==> config.mk <==
export PLATFORM = sky130hd
export DESIGN_NAME = if_fetch_unit
export DESIGN_NICKNAME = d
export VERILOG_FILES = /design/src/rtl/if_fetch_unit.sv
export SDC_FILE = /design/constraint.sdc
export NUM_CORES = 1
export LEC_CHECK = 0
export ABC_AREA = 1
export CORE_MARGIN = 3
export CORE_UTILIZATION = 30
export CTS_CLUSTER_SIZE = 30
export DETAILED_ROUTE_END_ITERATION = 10
export GPL_TIMING_DRIVEN = 0
export PLACE_DENSITY_LB_ADDON = 0.08
export SYNTH_ARGS = -nofsm -noshare
export SYNTH_HDL_FRONTEND = slang
export SYNTH_SLANG_ARGS = --single-unit
==> constraint.sdc <==
create_clock -name clk -period 2.35 [get_ports clk]
set_clock_uncertainty 0.1 [all_clocks]
set_input_delay 0.235 -clock clk [delete_from_list [all_inputs] [get_ports clk]]
set_output_delay 0.235 -clock clk [all_outputs]
set_load 0.03 [all_outputs]
==> src/rtl/if_fetch_unit.sv <==
// ---------------------------------------------------------------------------
// if_fetch_unit: instruction-fetch stage, writer side of the IF/ID register.
// Owns the PC, issues requests to a variable-latency instruction memory,
// presents one instruction (or a NOP bubble) to IF/ID every cycle, honours
// the shared hold line and applies branch/jump redirects.
//
// Configuration macro: FETCH_PERF_CNT_EN enables the stall/flush counters;
// when undefined both counter ports are tied to zero.
//
// Ports:
//   clk, rst_n            clock, asynchronous active-low reset
//   hold                  hazard stall shared with IF/ID (1 = no capture)
//   redirect_valid/_pc    one-cycle taken branch/jump and its target
//   imem_req/_addr        memory request and address
//   imem_ack/_rdata       memory read-data valid and instruction word
//   PCplus4               presented instruction address + PC_STEP
//   instrOut              presented instruction, 0 when none
//   instr_valid           instrOut carries a real instruction
//   IF_flush              squash indication towards IF/ID
//   stall_cnt, flush_cnt  performance counters
// ---------------------------------------------------------------------------
module if_fetch_unit #(
   parameter logic [31:0] RESET_PC = 32'h0000_0000,
   parameter int unsigned PC_STEP  = 4
) (
   input  logic        clk,
   input  logic        rst_n,
   input  logic        hold,
   input  logic        redirect_valid,
   input  logic [31:0] redirect_pc,
   output logic        imem_req,
   output logic [31:0] imem_addr,
   input  logic        imem_ack,
   input  logic [31:0] imem_rdata,
   output logic [31:0] PCplus4,
   output logic [31:0] instrOut,
   output logic        instr_valid,
   output logic        IF_flush,
   output logic [31:0] stall_cnt,
   output logic [31:0] flush_cnt
);

   localparam int unsigned XLEN = 32;
   localparam logic [XLEN-1:0] STEP = XLEN'(PC_STEP);

   typedef enum logic [1:0] {
      S_FETCH = 2'd0,
      S_FULL  = 2'd1,
      S_DROP  = 2'd2
   } state_e;

   state_e          state_q, state_d;
   logic [XLEN-1:0] pc_q, pc_d;
   logic [XLEN-1:0] ibuf_q, ibuf_d;
   logic [XLEN-1:0] ibuf_pc_q, ibuf_pc_d;
   // Address of an abandoned request; the memory needs it stable until ack.
   logic [XLEN-1:0] drop_addr_q, drop_addr_d;

   logic            fetch_hit;
   logic            have_instr;
   logic [XLEN-1:0] pres_word;
   logic [XLEN-1:0] pres_pc;

   // State register
   always_ff @(posedge clk or negedge rst_n) begin
      if (!rst_n) begin
         state_q     <= S_FETCH;
         pc_q        <= RESET_PC;
         ibuf_q      <= '0;
         ibuf_pc_q   <= RESET_PC;
         drop_addr_q <= RESET_PC;
      end else begin
         state_q     <= state_d;
         pc_q        <= pc_d;
         ibuf_q      <= ibuf_d;
         ibuf_pc_q   <= ibuf_pc_d;
         drop_addr_q <= drop_addr_d;
      end
   end

   // Next-state logic; redirect outranks hold and consumption
   always_comb begin
      state_d     = state_q;
      pc_d        = pc_q;
      ibuf_d      = ibuf_q;
      ibuf_pc_d   = ibuf_pc_q;
      drop_addr_d = drop_addr_q;
      case (state_q)
         S_FETCH: begin
            if (redirect_valid) begin
               pc_d        = redirect_pc;
               drop_addr_d = pc_q;
               if (!imem_ack) state_d = S_DROP;
            end else if (imem_ack) begin
               if (hold) begin
                  ibuf_d    = imem_rdata;
                  ibuf_pc_d = pc_q;
                  state_d   = S_FULL;
               end else begin
                  pc_d = pc_q + STEP;
               end
            end
         end
         S_FULL: begin
            if (redirect_valid) begin
               pc_d    = redirect_pc;
               ibuf_d  = '0;
               state_d = S_FETCH;
            end else if (!hold) begin
               pc_d    = ibuf_pc_q + STEP;
               state_d = S_FETCH;
            end
         end
         S_DROP: begin
            if (redirect_valid) pc_d = redirect_pc;
            if (imem_ack)       state_d = S_FETCH;
         end
         default: state_d = S_FETCH;
      endcase
   end

   // Memory request; gated by rst_n so it is low while reset is asserted
   always_comb begin
      imem_req  = rst_n && (state_q != S_FULL);
      imem_addr = (state_q == S_DROP) ? drop_addr_q : pc_q;
   end

   // Presented instruction towards IF/ID
   always_comb begin
      fetch_hit  = (state_q == S_FETCH) && imem_ack;
      have_instr = fetch_hit || (state_q == S_FULL);
      pres_word  = '0;
      pres_pc    = pc_q;
      if (fetch_hit) begin
         pres_word = imem_rdata;
         pres_pc   = pc_q;
      end else if (state_q == S_FULL) begin
         pres_word = ibuf_q;
         pres_pc   = ibuf_pc_q;
      end
      instr_valid = have_instr && !redirect_valid;
      instrOut    = instr_valid ? pres_word : '0;
      PCplus4     = pres_pc + STEP;
      IF_flush    = rst_n && redirect_valid;
   end

`ifdef FETCH_PERF_CNT_EN
   logic [XLEN-1:0] stall_cnt_q;
   logic [XLEN-1:0] flush_cnt_q;

   // Stall cycles: request outstanding without data; flush cycles: redirects
   always_ff @(posedge clk or negedge rst_n) begin
      if (!rst_n) begin
         stall_cnt_q <= '0;
         flush_cnt_q <= '0;
      end else begin
         if (imem_req && !imem_ack) stall_cnt_q <= stall_cnt_q + XLEN'(1);
         if (redirect_valid)        flush_cnt_q <= flush_cnt_q + XLEN'(1);
      end
   end

   assign stall_cnt = stall_cnt_q;
   assign flush_cnt = flush_cnt_q;
`else
   assign stall_cnt = '0;
   assign flush_cnt = '0;
`endif

endmodule

==> flow_summary.ini <==
[run_status]
status = finished with violations
violations = setup timing

[synthesis]
synth-seq-cells = 130
seq_area_frac_synth = 0.322
synthArstFlopShare = 1.00
synth_area_leader_cell = dfrtp_1
ys_top_cells_by_count = 637 x nand2_1, 168 x o21ai_0, 130 x dfrtp_1
synth.top_cell.area_share = 0.322
synth-edff-count = 0
syn_area_um2 = 10100
syn_area_per_cell_um2 = 6.25
ys_warn_count = 0
synth_cells = 1617
yosys-top-cells-area = dfrtp_1 32%, nand2_1 24%, o21ai_0 8.3%, buf_4 4.8%, nor2_1 4.6%
ys_types = 39
ys.flop_type = dfrtp_1
yosysMostFrequentCell = nand2_1

[clocking]
clk_path_buf_depth = 2
cts_sinks = 130
cts_root_buf = clkbuf_16
cts_made_buffers = 17
clk_latency_ns = 0.44
tritoncts = yes
clk_pin_slew_ns = 0.06
cts-htree-levels = 4

[worst_setup_path]
cp-endpoint = PCplus4[24]
cp.arrival_ns = 2.86
cp.buffers_inverters = 5
cp_slowest_cell = dfrtp_2
reg2reg_to = pc_q[4]$_DFFE_PN0P_
critical-path-max-stage-delay_ns = 0.44
crit-reg2reg-launch = state_q[1]$_DFFE_PN0P_
crit_start = state_q[1]$_DFFE_PN0P_
crit_path_end_kind = output pin
cp-start-kind = register
worst-endpoint-required_ns = 2.02
worstPathMaxFanout = 5
reg2regPathDepth = 8
critical_path_class = reg2out
rrSetupSlack_ns = 0.12
path_delay_family = buffers and inverters
path_cells = inv_4, ha_4, nand2_4, bufbuf_16, o21ai_4, buf_6, buf_4, nand4_1, nor2_1, nand4_1, xor2_4, buf_6
cp.depth = 12

[pwr]
p_leak_nw = 7.50
comb_power_share = 0.675
p_clk_frac = 0.119
p_sw_mw = 11.7
swShare = 0.527
pwr-share-seq = 0.206
peakVddDrop_uv = 1120
p_int_mw = 10.5
powerDensity_nw_per_um2 = 1390

[routing]
antenna_left = 0
routed_wl_um = 44300
drtPass1Iterations = 5
via_per_inst = 4.82
wl_per_cell_um = 18.4
drt_iter0_markers = 864
drc = 0
num_vias = 11600

[floorplan]
rows = 66
dieHeight_um = 190
die_width_um = 190
die_area_um2 = 35900
start_util = 0.307
coreArea_um2 = 32900
io_pins = 232

[timing]
clock.fmax_mhz = 313
fin_tns_setup_ns = -30.74
max-slew-margin-rel = 0.444
hold_viol = 0
setup_viol = 64
min_period_ns = 3.19
maxSlewViolCount = 0
setup_ws_ns = -0.843
rsz0062_at_grt = true
timing.final.crit_share = 1.36
tightest_slew_ns = 0.834

[finish]
finish.utilization = 0.483
syn2layout_area_growth_pct = 57.1
layout-drive-gt1-share = 0.296
multi_input_area_um2 = 7420
fill_cells = 3352
register_area_um2 = 3260
diodes = 0
layout.nets = 2029

[placed_design]
port_buffers = 167
dp_slack_ns = -1.43
routabilityCongestion = 0.975
dp_hpwl_um = 33100

[min_path]
hold_path.class = in2async

[grt]
grt_max_degree = 89
grt_overflow = 0
grt_pass1_vias = 11000
grtUsageTotal = 0.239
grt_pass1_wl_um = 66000
antenna_found_initial = 0

[flow_run]
max-cap-violations = 0
## worst register-to-register path: stages (launching register included)
cell and delay (ns):
dfrtp_2 0.44, buf_4 0.17, ha_4 0.20, buf_4 0.15
a21oi_1 0.16, nand3_2 0.22, clkbuf_2 0.32, a211oi_1 0.27
a21oi_1 0.06
## cells by family after synthesis
logic type / Yosys count / share of synthesized area
AND/OR/NAND/NOR: 884 / 0.351
XOR/XNOR: 36 / 0.0312
flip-flops: 130 / 0.322
other: 1 / 0.000371
buffers and inverters: 255 / 0.124
adder cells (fa/ha/maj): 7 / 0.00867
AO/OA/AOI/OAI: 304 / 0.163
## cell type report
cell class	instances	share of cell area
multi-input combinational	1295	0.468
clock buffer	19	0.0279
timing repair buffer	258	0.161
sequential	130	0.205
clock inverter	13	0.00781
inverter	121	0.0305
buffer	130	0.0645
tap	442	0.0349
## placed cells by master (no fill, tap or decap), types with 6 or more instances in the layout
cell and instances:
o21ai_4 21, o21ai_0 137, inv_6 6, clkbuf_2 12
a21oi_1 57, buf_4 161, nand2_4 45, inv_1 102
o21ai_1 18, nor2_4 30, xnor2_4 6, a21oi_4 12
nand2_2 40, clkbuf_16 22, buf_6 73, nor3_1 12
nor2_2 13, nand2_1 562, nand4_1 8, conb_1 64
clkbuf_4 7, xor2_4 8, xor2_2 7, inv_2 12
dfrtp_1 126, buf_12 15, a21oi_2 21, nand3_1 67
clkdlybuf4s50_1 67, nor2_1 88, xor2_1 11, o21ai_2 15
clkbuf_1 27
## timing repair
action,CTS,global route
setup buffers,47,36
endpoints found under the hold margin,42,0
hold buffers,1,0
resized for setup,755,328
gates cloned,4,3
pin swaps,47,79
setup endpoints to repair,195,170
## registers in the layout, indices dropped and copies added (netlist names)
signal,count
drop_addr_q,32
ibuf_pc_q,32
ibuf_q,32
pc_q,32
state_q,2
## power groups by stage
| stage | Combinational, mW | Clock, mW | Sequential, mW |
|---|---|---|---|
| global route | 16.1 | 2.79 | 4.68 |
| detailed placement | 12.0 | 0 | 4.39 |
| floorplan | 8.00 | 0 | 4.01 |
| global placement | 12.0 | 0 | 4.38 |
| finish | 14.9 | 2.64 | 4.55 |
| CTS | 13.6 | 2.68 | 4.39 |
## through the flow
stage | instance area [um2] | total power, mW | hold slack (ns) | cells
finish | 15900 | 22.1 | 0.187 | 2408
global route | 15900 | 23.6 | 0.248 | 2408
CTS | 14900 | 20.7 | 0.208 | 2371
detailed placement | 13200 | 16.4 | 0.101 | 2290
global placement | 13100 | 16.3 | 0.366 | 2289
floorplan | 10900 | 12.0 | -0.161 | 1680
## per-layer routing
metal / GRT usage / routed length, um / vias up
li1: - / - / 5716
met1: 0.317 / 18900 / 5474
met2: 0.402 / 21700 / 377
met3: 0.0420 / 2760 / 47
met4: 0.0668 / 885 / 0
met5: 0 / 0 / -
## worst min path at each step
stage | cells past startpoint | end | start | slack, ns
after floorplan | 0 | drop_addr_q[0]$_DFFE_PN0P_ | rst_n | -0.16
after global placement | 2 | drop_addr_q[2]$_DFFE_PN0P_ | drop_addr_q[2]$_DFFE_PN0P_ | 0.37
after detailed placement | 1 | ibuf_pc_q[29]$_DFFE_PN0P_ | rst_n | 0.10
after CTS | 2 | ibuf_pc_q[29]$_DFFE_PN0P_ | rst_n | 0.21
after global routing | 2 | ibuf_pc_q[29]$_DFFE_PN0P_ | rst_n | 0.25
final | 2 | ibuf_pc_q[29]$_DFFE_PN0P_ | rst_n | 0.19
No activity file was read; power rests on OpenSTA's default activity.
